File: config.mk
export PLATFORM = sky130hd
export DESIGN_NAME = bus_master_port_flat
export DESIGN_NICKNAME = d
export VERILOG_FILES = /design/src/rtl/bus_master_port_pkg.sv /design/src/rtl/bus_master_port_if.sv /design/src/rtl/bus_master_port_piso_shift.sv /design/src/rtl/bus_master_port.sv /design/src/flat_wrapper.sv
export SDC_FILE = /design/constraint.sdc
export NUM_CORES = 1
export LEC_CHECK = 0
export ABC_AREA = 1
export BUFFER_PORTS_ARGS = -buffer_cell sky130_fd_sc_hd__buf_4
export CORE_UTILIZATION = 50
export CTS_CLUSTER_DIAMETER = 120
export DETAILED_ROUTE_END_ITERATION = 16
export MAX_ROUTING_LAYER = met4
export PLACE_DENSITY = 0.81
export SYNTH_ARGS = -nofsm -noshare
export SYNTH_HDL_FRONTEND = slang
export SYNTH_HIERARCHICAL = 1
export SYNTH_SLANG_ARGS = --single-unit
File: constraint.sdc
create_clock -name clk -period 2.4 [get_ports clk]
set_input_delay 0.48 -clock clk [delete_from_list [all_inputs] [get_ports clk]]
set_output_delay 0.48 -clock clk [all_outputs]
set_load 0.1 [all_outputs]
File: src/rtl/bus_master_port_pkg.sv
// Shared definitions for the system-bus initiator port: state encoding, mode values, default widths.
package bus_master_port_pkg;

    localparam int unsigned ADDR_WIDTH_DEF        = 16;
    localparam int unsigned DEVICE_ADDR_WIDTH_DEF = 4;
    localparam int unsigned DATA_WIDTH_DEF        = 8;
    localparam int unsigned ACK_TIMEOUT_DEF       = 4;

    localparam logic MODE_READ  = 1'b0;
    localparam logic MODE_WRITE = 1'b1;

    typedef enum logic [2:0] {
        ST_IDLE  = 3'd0,
        ST_DEV   = 3'd1,
        ST_ACKW  = 3'd2,
        ST_ADDR  = 3'd3,
        ST_WDATA = 3'd4,
        ST_RDATA = 3'd5,
        ST_SWAIT = 3'd6
    } state_e;

    function automatic int unsigned max3(input int unsigned a, input int unsigned b,
                                         input int unsigned c);
        int unsigned m;
        m = a;
        if (b > m) m = b;
        if (c > m) m = c;
        return m;
    endfunction

endpackage

File: src/rtl/bus_master_port_if.sv
// Serial system-bus signals between the initiator port and the decoder/slaves.
interface bus_master_port_if;

    logic mwdata;
    logic mvalid;
    logic mmode;
    logic ack;
    logic sready;
    logic srdata;
    logic svalid;

    modport master (
        output mwdata, mvalid, mmode,
        input  ack, sready, srdata, svalid
    );

    modport slave (
        input  mwdata, mvalid, mmode,
        output ack, sready, srdata, svalid
    );

endinterface

File: src/rtl/bus_master_port_piso_shift.sv
// Parallel-in serial-out shifter, LSB first; the shift register LSB is the registered serial bit.
module piso_shift #(
    parameter int unsigned W  = 12,
    parameter int unsigned CW = 5
) (
    input  logic          clk_i,
    input  logic          rstn_i,
    input  logic          load_i,
    input  logic [W-1:0]  data_i,
    input  logic [CW-1:0] len_i,
    input  logic          shift_i,
    output logic          ser_o,
    output logic          last_c_o
);

    logic [W-1:0]  sh_q, sh_d;
    logic [CW-1:0] cnt_q, cnt_d;
    logic [CW-1:0] len_q, len_d;

    // Zeros shift in behind the field so the line idles low once a field is sent.
    always_comb begin
        sh_d  = sh_q;
        cnt_d = cnt_q;
        len_d = len_q;
        if (load_i) begin
            sh_d  = data_i;
            cnt_d = '0;
            len_d = len_i;
        end else if (shift_i) begin
            sh_d  = sh_q >> 1;
            cnt_d = cnt_q + CW'(1);
        end
    end

    always_ff @(posedge clk_i) begin
        if (!rstn_i) begin
            sh_q  <= '0;
            cnt_q <= '0;
            len_q <= '0;
        end else begin
            sh_q  <= sh_d;
            cnt_q <= cnt_d;
            len_q <= len_d;
        end
    end

    assign ser_o    = sh_q[0];
    assign last_c_o = (cnt_q == len_q - CW'(1));

endmodule

File: src/rtl/bus_master_port.sv
// System-bus initiator port: serialises device address, memory address and write data,
// collects serial read data, and reports completion/no-ack back to the local master.
module bus_master_port
    import bus_master_port_pkg::*;
#(
    parameter int unsigned ADDR_WIDTH        = ADDR_WIDTH_DEF,
    parameter int unsigned DEVICE_ADDR_WIDTH = DEVICE_ADDR_WIDTH_DEF,
    parameter int unsigned DATA_WIDTH        = DATA_WIDTH_DEF,
    parameter int unsigned ACK_TIMEOUT       = ACK_TIMEOUT_DEF
) (
    input  logic                                  clk,
    input  logic                                  rstn,
    input  logic                                  dreq,
    input  logic                                  dmode,
    input  logic [DEVICE_ADDR_WIDTH-1:0]          ddev_addr,
    input  logic [ADDR_WIDTH-DEVICE_ADDR_WIDTH-1:0] dmem_addr,
    input  logic [DATA_WIDTH-1:0]                 dwdata,
    output logic                                  dready,
    output logic                                  ddone,
    output logic                                  derr,
    output logic [DATA_WIDTH-1:0]                 drdata,
    bus_master_port_if.master                     bus
);

    localparam int unsigned MEM_W   = ADDR_WIDTH - DEVICE_ADDR_WIDTH;
    localparam int unsigned SHIFT_W = max3(DEVICE_ADDR_WIDTH, MEM_W, DATA_WIDTH);
    localparam int unsigned CNT_W   = $clog2(max3(SHIFT_W, ACK_TIMEOUT, 2)) + 1;

    state_e                  state_q, state_d;
    logic [CNT_W-1:0]        cnt_q, cnt_d;
    logic [MEM_W-1:0]        mem_q, mem_d;
    logic [DATA_WIDTH-1:0]   data_q, data_d;
    logic                    mode_q, mode_d;
    logic [DATA_WIDTH-1:0]   drdata_q, drdata_d;
    logic                    dready_q, dready_d;
    logic                    ddone_q, ddone_d;
    logic                    derr_q, derr_d;
    logic                    mvalid_q, mvalid_d;
    logic                    mmode_q, mmode_d;

    logic                    piso_load;
    logic [SHIFT_W-1:0]      piso_data;
    logic [CNT_W-1:0]        piso_len;
    logic                    piso_shift;
    logic                    piso_ser;
    logic                    piso_last_c;

    // One shifter serves all three outgoing fields; each field is loaded as the previous ends.
    piso_shift #(
        .W  (SHIFT_W),
        .CW (CNT_W)
    ) u_piso (
        .clk_i    (clk),
        .rstn_i   (rstn),
        .load_i   (piso_load),
        .data_i   (piso_data),
        .len_i    (piso_len),
        .shift_i  (piso_shift),
        .ser_o    (piso_ser),
        .last_c_o (piso_last_c)
    );

    always_comb begin
        state_d    = state_q;
        cnt_d      = cnt_q;
        mem_d      = mem_q;
        data_d     = data_q;
        mode_d     = mode_q;
        drdata_d   = drdata_q;
        ddone_d    = 1'b0;
        derr_d     = 1'b0;
        piso_load  = 1'b0;
        piso_data  = '0;
        piso_len   = '0;
        piso_shift = 1'b0;

        unique case (state_q)
            ST_IDLE: begin
                if (dreq) begin
                    state_d   = ST_DEV;
                    mem_d     = dmem_addr;
                    data_d    = dwdata;
                    mode_d    = dmode;
                    drdata_d  = '0;
                    piso_load = 1'b1;
                    piso_data = SHIFT_W'(ddev_addr);
                    piso_len  = CNT_W'(DEVICE_ADDR_WIDTH);
                end
            end
            ST_DEV: begin
                piso_shift = 1'b1;
                if (piso_last_c) state_d = ST_ACKW;
            end
            ST_ACKW: begin
                // ack takes priority over an expiring timeout in the same cycle.
                if (bus.ack) begin
                    state_d   = ST_ADDR;
                    piso_load = 1'b1;
                    piso_data = SHIFT_W'(mem_q);
                    piso_len  = CNT_W'(MEM_W);
                end else if (cnt_q == CNT_W'(ACK_TIMEOUT - 1)) begin
                    state_d = ST_IDLE;
                    ddone_d = 1'b1;
                    derr_d  = 1'b1;
                end else begin
                    cnt_d = cnt_q + CNT_W'(1);
                end
            end
            ST_ADDR: begin
                if (piso_last_c && mode_q == MODE_WRITE) begin
                    state_d   = ST_WDATA;
                    piso_load = 1'b1;
                    piso_data = SHIFT_W'(data_q);
                    piso_len  = CNT_W'(DATA_WIDTH);
                end else begin
                    piso_shift = 1'b1;
                    if (piso_last_c) state_d = ST_RDATA;
                end
            end
            ST_WDATA: begin
                piso_shift = 1'b1;
                if (piso_last_c) state_d = ST_SWAIT;
            end
            ST_RDATA: begin
                if (bus.svalid) begin
                    drdata_d = drdata_q | (DATA_WIDTH'(bus.srdata) << cnt_q);
                    if (cnt_q == CNT_W'(DATA_WIDTH - 1)) state_d = ST_SWAIT;
                    else                                  cnt_d   = cnt_q + CNT_W'(1);
                end
            end
            ST_SWAIT: begin
                if (bus.sready) begin
                    state_d = ST_IDLE;
                    ddone_d = 1'b1;
                end
            end
            default: state_d = ST_IDLE;
        endcase

        if (state_d != state_q) cnt_d = '0;

        // Bus/status outputs are registered from the state being entered.
        dready_d = (state_d == ST_IDLE);
        mvalid_d = (state_d == ST_DEV) || (state_d == ST_ADDR) || (state_d == ST_WDATA);
        mmode_d  = (state_d != ST_IDLE) && mode_d;
    end

    always_ff @(posedge clk) begin
        if (!rstn) begin
            state_q  <= ST_IDLE;
            cnt_q    <= '0;
            mem_q    <= '0;
            data_q   <= '0;
            mode_q   <= 1'b0;
            drdata_q <= '0;
            dready_q <= 1'b1;
            ddone_q  <= 1'b0;
            derr_q   <= 1'b0;
            mvalid_q <= 1'b0;
            mmode_q  <= 1'b0;
        end else begin
            state_q  <= state_d;
            cnt_q    <= cnt_d;
            mem_q    <= mem_d;
            data_q   <= data_d;
            mode_q   <= mode_d;
            drdata_q <= drdata_d;
            dready_q <= dready_d;
            ddone_q  <= ddone_d;
            derr_q   <= derr_d;
            mvalid_q <= mvalid_d;
            mmode_q  <= mmode_d;
        end
    end

    assign dready     = dready_q;
    assign ddone      = ddone_q;
    assign derr       = derr_q;
    assign drdata     = drdata_q;
    assign bus.mwdata = piso_ser;
    assign bus.mvalid = mvalid_q;
    assign bus.mmode  = mmode_q;

endmodule
File: src/flat_wrapper.sv
// flat-port wrapper written by rule: the top's interface ports become plain ports
module bus_master_port_flat import bus_master_port_pkg::*;
#(
    parameter int unsigned ADDR_WIDTH        = ADDR_WIDTH_DEF,
    parameter int unsigned DEVICE_ADDR_WIDTH = DEVICE_ADDR_WIDTH_DEF,
    parameter int unsigned DATA_WIDTH        = DATA_WIDTH_DEF,
    parameter int unsigned ACK_TIMEOUT       = ACK_TIMEOUT_DEF
)
  (clk, rstn, dreq, dmode, ddev_addr, dmem_addr, dwdata, dready, ddone, derr, drdata, bus_mwdata, bus_mvalid, bus_mmode, bus_ack, bus_sready, bus_srdata, bus_svalid);
  bus_master_port_if bus_i ();
  input  logic clk;
  input  logic rstn;
  input  logic dreq;
  input  logic dmode;
  input  logic [DEVICE_ADDR_WIDTH-1:0] ddev_addr;
  input  logic [ADDR_WIDTH-DEVICE_ADDR_WIDTH-1:0] dmem_addr;
  input  logic [DATA_WIDTH-1:0] dwdata;
  output logic dready;
  output logic ddone;
  output logic derr;
  output logic [DATA_WIDTH-1:0] drdata;
  output wire logic [$bits(bus_i.mwdata)-1:0] bus_mwdata;
  output wire logic [$bits(bus_i.mvalid)-1:0] bus_mvalid;
  output wire logic [$bits(bus_i.mmode)-1:0] bus_mmode;
  input wire logic [$bits(bus_i.ack)-1:0] bus_ack;
  input wire logic [$bits(bus_i.sready)-1:0] bus_sready;
  input wire logic [$bits(bus_i.srdata)-1:0] bus_srdata;
  input wire logic [$bits(bus_i.svalid)-1:0] bus_svalid;
  assign bus_mwdata = bus_i.mwdata;
  assign bus_mvalid = bus_i.mvalid;
  assign bus_mmode = bus_i.mmode;
  assign bus_i.ack = bus_ack;
  assign bus_i.sready = bus_sready;
  assign bus_i.srdata = bus_srdata;
  assign bus_i.svalid = bus_svalid;
  bus_master_port #(.ADDR_WIDTH(ADDR_WIDTH), .DEVICE_ADDR_WIDTH(DEVICE_ADDR_WIDTH), .DATA_WIDTH(DATA_WIDTH), .ACK_TIMEOUT(ACK_TIMEOUT)) u_core (.clk(clk), .rstn(rstn), .dreq(dreq), .dmode(dmode), .ddev_addr(ddev_addr), .dmem_addr(dmem_addr), .dwdata(dwdata), .dready(dready), .ddone(ddone), .derr(derr), .drdata(drdata), .bus(bus_i));
endmodule
# --- Word-level counts from Yosys, hierarchy flattened ---
# Index checks and enable logic that the tools add are counted.
totals:
  ff_bits: 64
  input_bits: 32
  out_inout_bits: 14
classes:
  reduce_logical: 17
  n_mux: 41
  n_eq_ne: 18
  n_shift: 1
  addsub: 3
  bitwise_logic: 2
op_table:
  columns: ["op", "n"]
  rows:
  - ["$mux 12", 3]
  - ["$pmux 12 s3", 1]
  - ["$mux 3", 11]
  - ["$mux 8", 3]
  - ["$pmux 3 s7", 1]
  - ["$mux 5", 4]
  - ["$pmux 8 s2", 1]
  - ["$pmux 5 s3", 1]
  - ["$eq 3x3->1 const B", 4]
  - ["$mux 4", 3]
  - ["$add 5x1->5 const B", 2]
  - ["$ne 2x2->1 const B", 5]
  - ["$pmux 5 s2", 1]
  - ["$eq 3x2->1 const B", 3]
  - ["$mux 1", 9]
  - ["$or 8x8->8", 1]
  - ["$shl 1x5->8", 1]
  - ["$eq 3x1->1 const B", 2]
  - ["$logic_not 3->1", 2]
  - ["$reduce_bool 2->1", 3]
  - ["$reduce_or 2->1", 3]
  - ["$eq 5x2->1 const B", 1]
  - ["$eq 5x3->1 const B", 1]
  - ["$eq 5x5->1", 1]
  - ["11 further kinds", 15]

# --- Longest topological paths before layout ---
depth:
  word_depth: 8
  ltp_mapped: 19
  depth_no_buf: 17

# --- By module ---
# The synthesis kept the hierarchy.
by_module_without_submodules:
  columns: ["module", "area_each_um2", "cells_per_inst", "instances", "seq_area_each_um2"]
  rows:
  - ["bus_master_port", 2100.8, 293, 1, 840.8]
  - ["piso_shift", 1088.5, 165, 1, 440.4]

# --- Worst setup path after synthesis ---
# OpenSTA, ideal clock, no wires.
synth_timing:
  path_kind: "register -> register"
  startpoint: "reg u_core.u_piso.len_q[0]"
  endpoint: "reg u_core.u_piso.len_q[1]"
  setup_slack_ns: 0.278
  stages_incl_launch_ff: 17
  setup_time_ns: 0.121
  synth_period_minus_slack_ns: 2.122
  arrival_time_ns: 2.001
  path_cell_list: "dfxtp_1 > inv_1 > ha_1 > inv_1 > nand2_1 > nand2_1 > nor2_1 > nand3_1 > nor2_1 > nand2_1 > clkinv_1 > nand2_1 > nand3_1 > buf_4 > clkinv_1 > o21ai_0 > a21oi_1"
synth_between:
  elab_chain_len: 5
synth_rtl:
  columns: ["element", "line", "text"]
  rows:
  - ["from (decl)", "bus_master_port_piso_shift.sv:18", "logic [CW-1:0] len_q, len_d;"]
  - ["from (signal assigned)", "bus_master_port_piso_shift.sv:43", "len_q <= len_d;"]
  - ["$sub 5x1->5", "bus_master_port_piso_shift.sv:48", "assign last_c_o = (cnt_q == len_q - CW'(1));"]
  - ["$eq 5x5->1", "bus_master_port_piso_shift.sv:48", null]
  - ["net u_core.piso_last_c", "bus_master_port.sv:46", "logic piso_last_c;"]
  - ["$logic_and 1x1->1", "bus_master_port.sv:110", "if (piso_last_c && mode_q == MODE_WRITE) begin"]
  - ["$mux 1", "bus_master_port.sv:110", null]
  - ["$pmux 1 s3", "bus_master_port.sv:77", "unique case (state_q)"]
  - ["net u_core.piso_load", "bus_master_port.sv:41", "logic piso_load;"]
# The timed path passes the listed nets, and every way through them passes these cells.
# A chain may end at the register's enable or synchronous reset.

# --- Worst setup path after layout ---
layout_timing:
  startpoint: "reg u_core.u_piso.len_q[0]"
  endpoint: "reg u_core.u_piso.len_q[3]"
# The elaborated chain is that of the path after synthesis.

==> flow_metrics.env <==
export IMPL_run_status="completed"
export IMPL_share_of_cells_above_drive_strength_1_pct=18.8
export IMPL_globalplace_congestion=0.891
export IMPL_ioPinCount=46
export IMPL_avgRoutedWirePerCell_um=12.3
export IMPL_yosysUniqueCellTypes=39
export IMPL_finalNonFillerCells=587
export IMPL_number_of_pins_with_negative_max_slew_slack_in_the_final_report=0
export IMPL_place_detailed_instances=569
export IMPL_min_tclk_post_route_ns=2.26
export IMPL_vias_in_the_first_global_route=2905
export IMPL_postSynthCellCount=458
export IMPL_std_cell_rows=28
export IMPL_worst_path_max_fanout=10
export IMPL_dieHeight_um=81.9
export IMPL_core_mm2=0.00603
export IMPL_clock_latency_ns=0.35
export IMPL_setup_viol_count_final=0
export IMPL_cp_data_arrival_time_ns=2.50
export IMPL_vdd_ir_drop_max_uv=489
export IMPL_hold_viol=0
export IMPL_ctsHtreeMaxLevel=3
export IMPL_fin_nets=542
export IMPL_root_buffer="sky130_fd_sc_hd__clkbuf_8"
export IMPL_grt_max_degree=37
export IMPL_synth_register_bits=64
export IMPL_placed_cell_area_mm2=0.00356
export IMPL_layout_common_cells="sky130_fd_sc_hd__nand2_1, sky130_fd_sc_hd__nor2_1, sky130_fd_sc_hd__dfxtp_1"
export IMPL_vias=3050
export IMPL_syn_avg_cell_area_um2=6.96
export IMPL_area_enclosed_by_the_die_boundary_mm2=0.00670
export IMPL_postLayoutCellArea_mm2=0.00378
export IMPL_drc=0
export IMPL_drt_antenna_violating_nets=0
export IMPL_cap_violations=0
export IMPL_finClkSkew_ns=0.00480
export IMPL_global_routing_usage_summed_across_all_routing_layers_pct=25.2
export IMPL_tritoncts_clock_tree="yes"
export IMPL_cts_buffers_inserted=9
export IMPL_critical_path_required_ns=2.64
export IMPL_synth_cell_area_mm2=0.00319
export IMPL_crit_type="register to register"
export IMPL_layout_cells_most_common="sky130_fd_sc_hd__nand2_1"
export IMPL_clock_fmax_mhz=442
export IMPL_clock_tree_buffer_depth=2
export IMPL_critical_path_endpoint_type="register"
export IMPL_leakage_uw=0.00167
export IMPL_grt_pass1_wl_um=12300
export IMPL_die_width_um=81.9
export IMPL_ys_seq_area_share_pct=40.2
export IMPL_detailedRoute_firstPassIterationCount=5
export IMPL_dp_final_hpwl_um=5290
export IMPL_cts_sinks=64
export IMPL_global_route_overflow_total=0
export IMPL_initial_utilization_pct=52.9
export IMPL_clk_pin_slew_ns=0.07
export IMPL_avgViaCountPerCell=5.20
export IMPL_setup_worst_path_start_class="register"
export IMPL_drtIter0Drc=174
export IMPL_place_port_buffers=45
export IMPL_setup_repair_after_global_routing_missed_its_margin="true"
export IMPL_flow_area_growth_from_synthesis_pct=18.5
export IMPL_timing_final_crit_share_pct=94.3
export IMPL_routed_wirelength_um=7250
export IMPL_synth_warnings=6
export IMPL_antennaDiodeCount=0
export IMPL_power_density_mw_per_mm2=642
export IMPL_tightest_hold_check_type="input port to register"
export IMPL_antenna_found_initial=0
[final timing paths]
check | from | end | slack, ns | depth (start not counted)
min | dmem_addr[2] | u_core/mem_q[2]$_SDFFE_PN0P_ | 0.37 | 3
min reg2reg | u_core/u_piso/sh_q[11]$_SDFFE_PN0P_ | u_core/u_piso/sh_q[11]$_SDFFE_PN0P_ | 0.48 | 2
max | u_core/u_piso/len_q[0]$_SDFFE_PN0P_ | u_core/u_piso/len_q[3]$_SDFFE_PN0P_ | 0.14 | 15
max reg2reg | u_core/u_piso/len_q[0]$_SDFFE_PN0P_ | u_core/u_piso/len_q[3]$_SDFFE_PN0P_ | 0.14 | 15
[cell type report]
cell class | instances | area (um^2)
inverter | 47 | 184
tap | 75 | 93.8
multi-input combinational | 335 | 1660
clock buffer | 10 | 138
sequential | 64 | 1280
timing repair buffer | 50 | 379
fill | 548 | 2250
clock inverter | 6 | 43.8
[report_power, final]
part           switching, uW  internal (uW)
sequential              40.9           1120
clock                    449            403
combinational            271            140
total                    761           1670
[critical path, stage by stage (launching register included)]
cell	delay (ns)
sky130_fd_sc_hd__dfxtp_1	0.33
sky130_fd_sc_hd__inv_1	0.08
sky130_fd_sc_hd__ha_1	0.30
sky130_fd_sc_hd__inv_1	0.05
sky130_fd_sc_hd__nand2_1	0.05
sky130_fd_sc_hd__nand2_1	0.04
sky130_fd_sc_hd__nor2_1	0.09
sky130_fd_sc_hd__nand3_1	0.08
sky130_fd_sc_hd__nor2_1	0.18
sky130_fd_sc_hd__nand2_1	0.11
sky130_fd_sc_hd__clkinv_1	0.07
sky130_fd_sc_hd__nand2_1	0.06
sky130_fd_sc_hd__nand3_1	0.13
sky130_fd_sc_hd__clkinv_1	0.24
sky130_fd_sc_hd__o21ai_0	0.26
sky130_fd_sc_hd__a21oi_1	0.06
[cells by family after synthesis]
family                     after synthesis  share of synthesized area [%]
and+or+nand+nor                        257                           36.4
DFF                                     64                           40.2
xor gates and xnor gates                 4                           1.10
buffers and inverters                   63                           9.14
other                                    1                          0.118
AOI/OAI and AO/OA                       66                           11.9
adders and majority gates                3                           1.18
[timing repair]
item | 4_1_cts | 5_1_grt
resized for setup | 0 | 6
endpoints found under the setup margin | 0 | 21
buffers inserted | 0 | 0
hold buffers | 0 | 0
[per-layer routing]
layer	vias up	share of wire [%]	GRT usage, %
li1	1568	-	-
met1	1391	44	27.6
met2	75	49	41.2
met3	16	5.5	7.56
met4	0	2.2	13.0
met5	-	0	-
[registers in the layout, summed over array words and instances (netlist names), 3 cells and up]
signal               count
u_core/u_piso/len_q      5
u_core/cnt_q             5
u_core/mem_q            12
u_core/u_piso/cnt_q      5
u_core/drdata            8
u_core/u_piso/sh_q      12
u_core/state_q           3
u_core/data_q            8
[through the flow]
step | TNS (ns) | util, % | setup slack, ns | total power, uW | hold slack [ns]
global route | -0.195 | 62.7 | -0.0578 | 2550 | 0.385
global placement | 0 | 59.1 | 0.260 | 1570 | 0.452
CTS | 0 | 62.1 | 0.121 | 2430 | 0.369
floorplan | 0 | - | 0.278 | 1480 | 0.439
finish | 0 | 62.7 | 0.136 | 2430 | 0.372
detailed placement | 0 | 59.1 | 0.134 | 1580 | 0.462
[synthesized netlist by cell type, drive strengths merged]
cell type / number / area [um^2]
inv: 44 / 168
nand4: 4 / 31.3
xor2: 3 / 26.3
nor3: 3 / 20.0
ha: 3 / 37.5
nor2: 96 / 433
a31oi: 8 / 50.1
dfxtp: 64 / 1280
xnor2: 1 / 8.76
a32o: 4 / 40.0
nand3: 40 / 228
o211ai: 1 / 7.51
and3: 1 / 6.26
conb: 1 / 3.75
clkinv: 3 / 16.3
clkbuf: 7 / 46.3
nand2: 113 / 442
buf: 9 / 61.3
a21oi: 18 / 90.1
o21a: 1 / 7.51
o21ai: 34 / 185
Power figures use the tool's default switching activity.
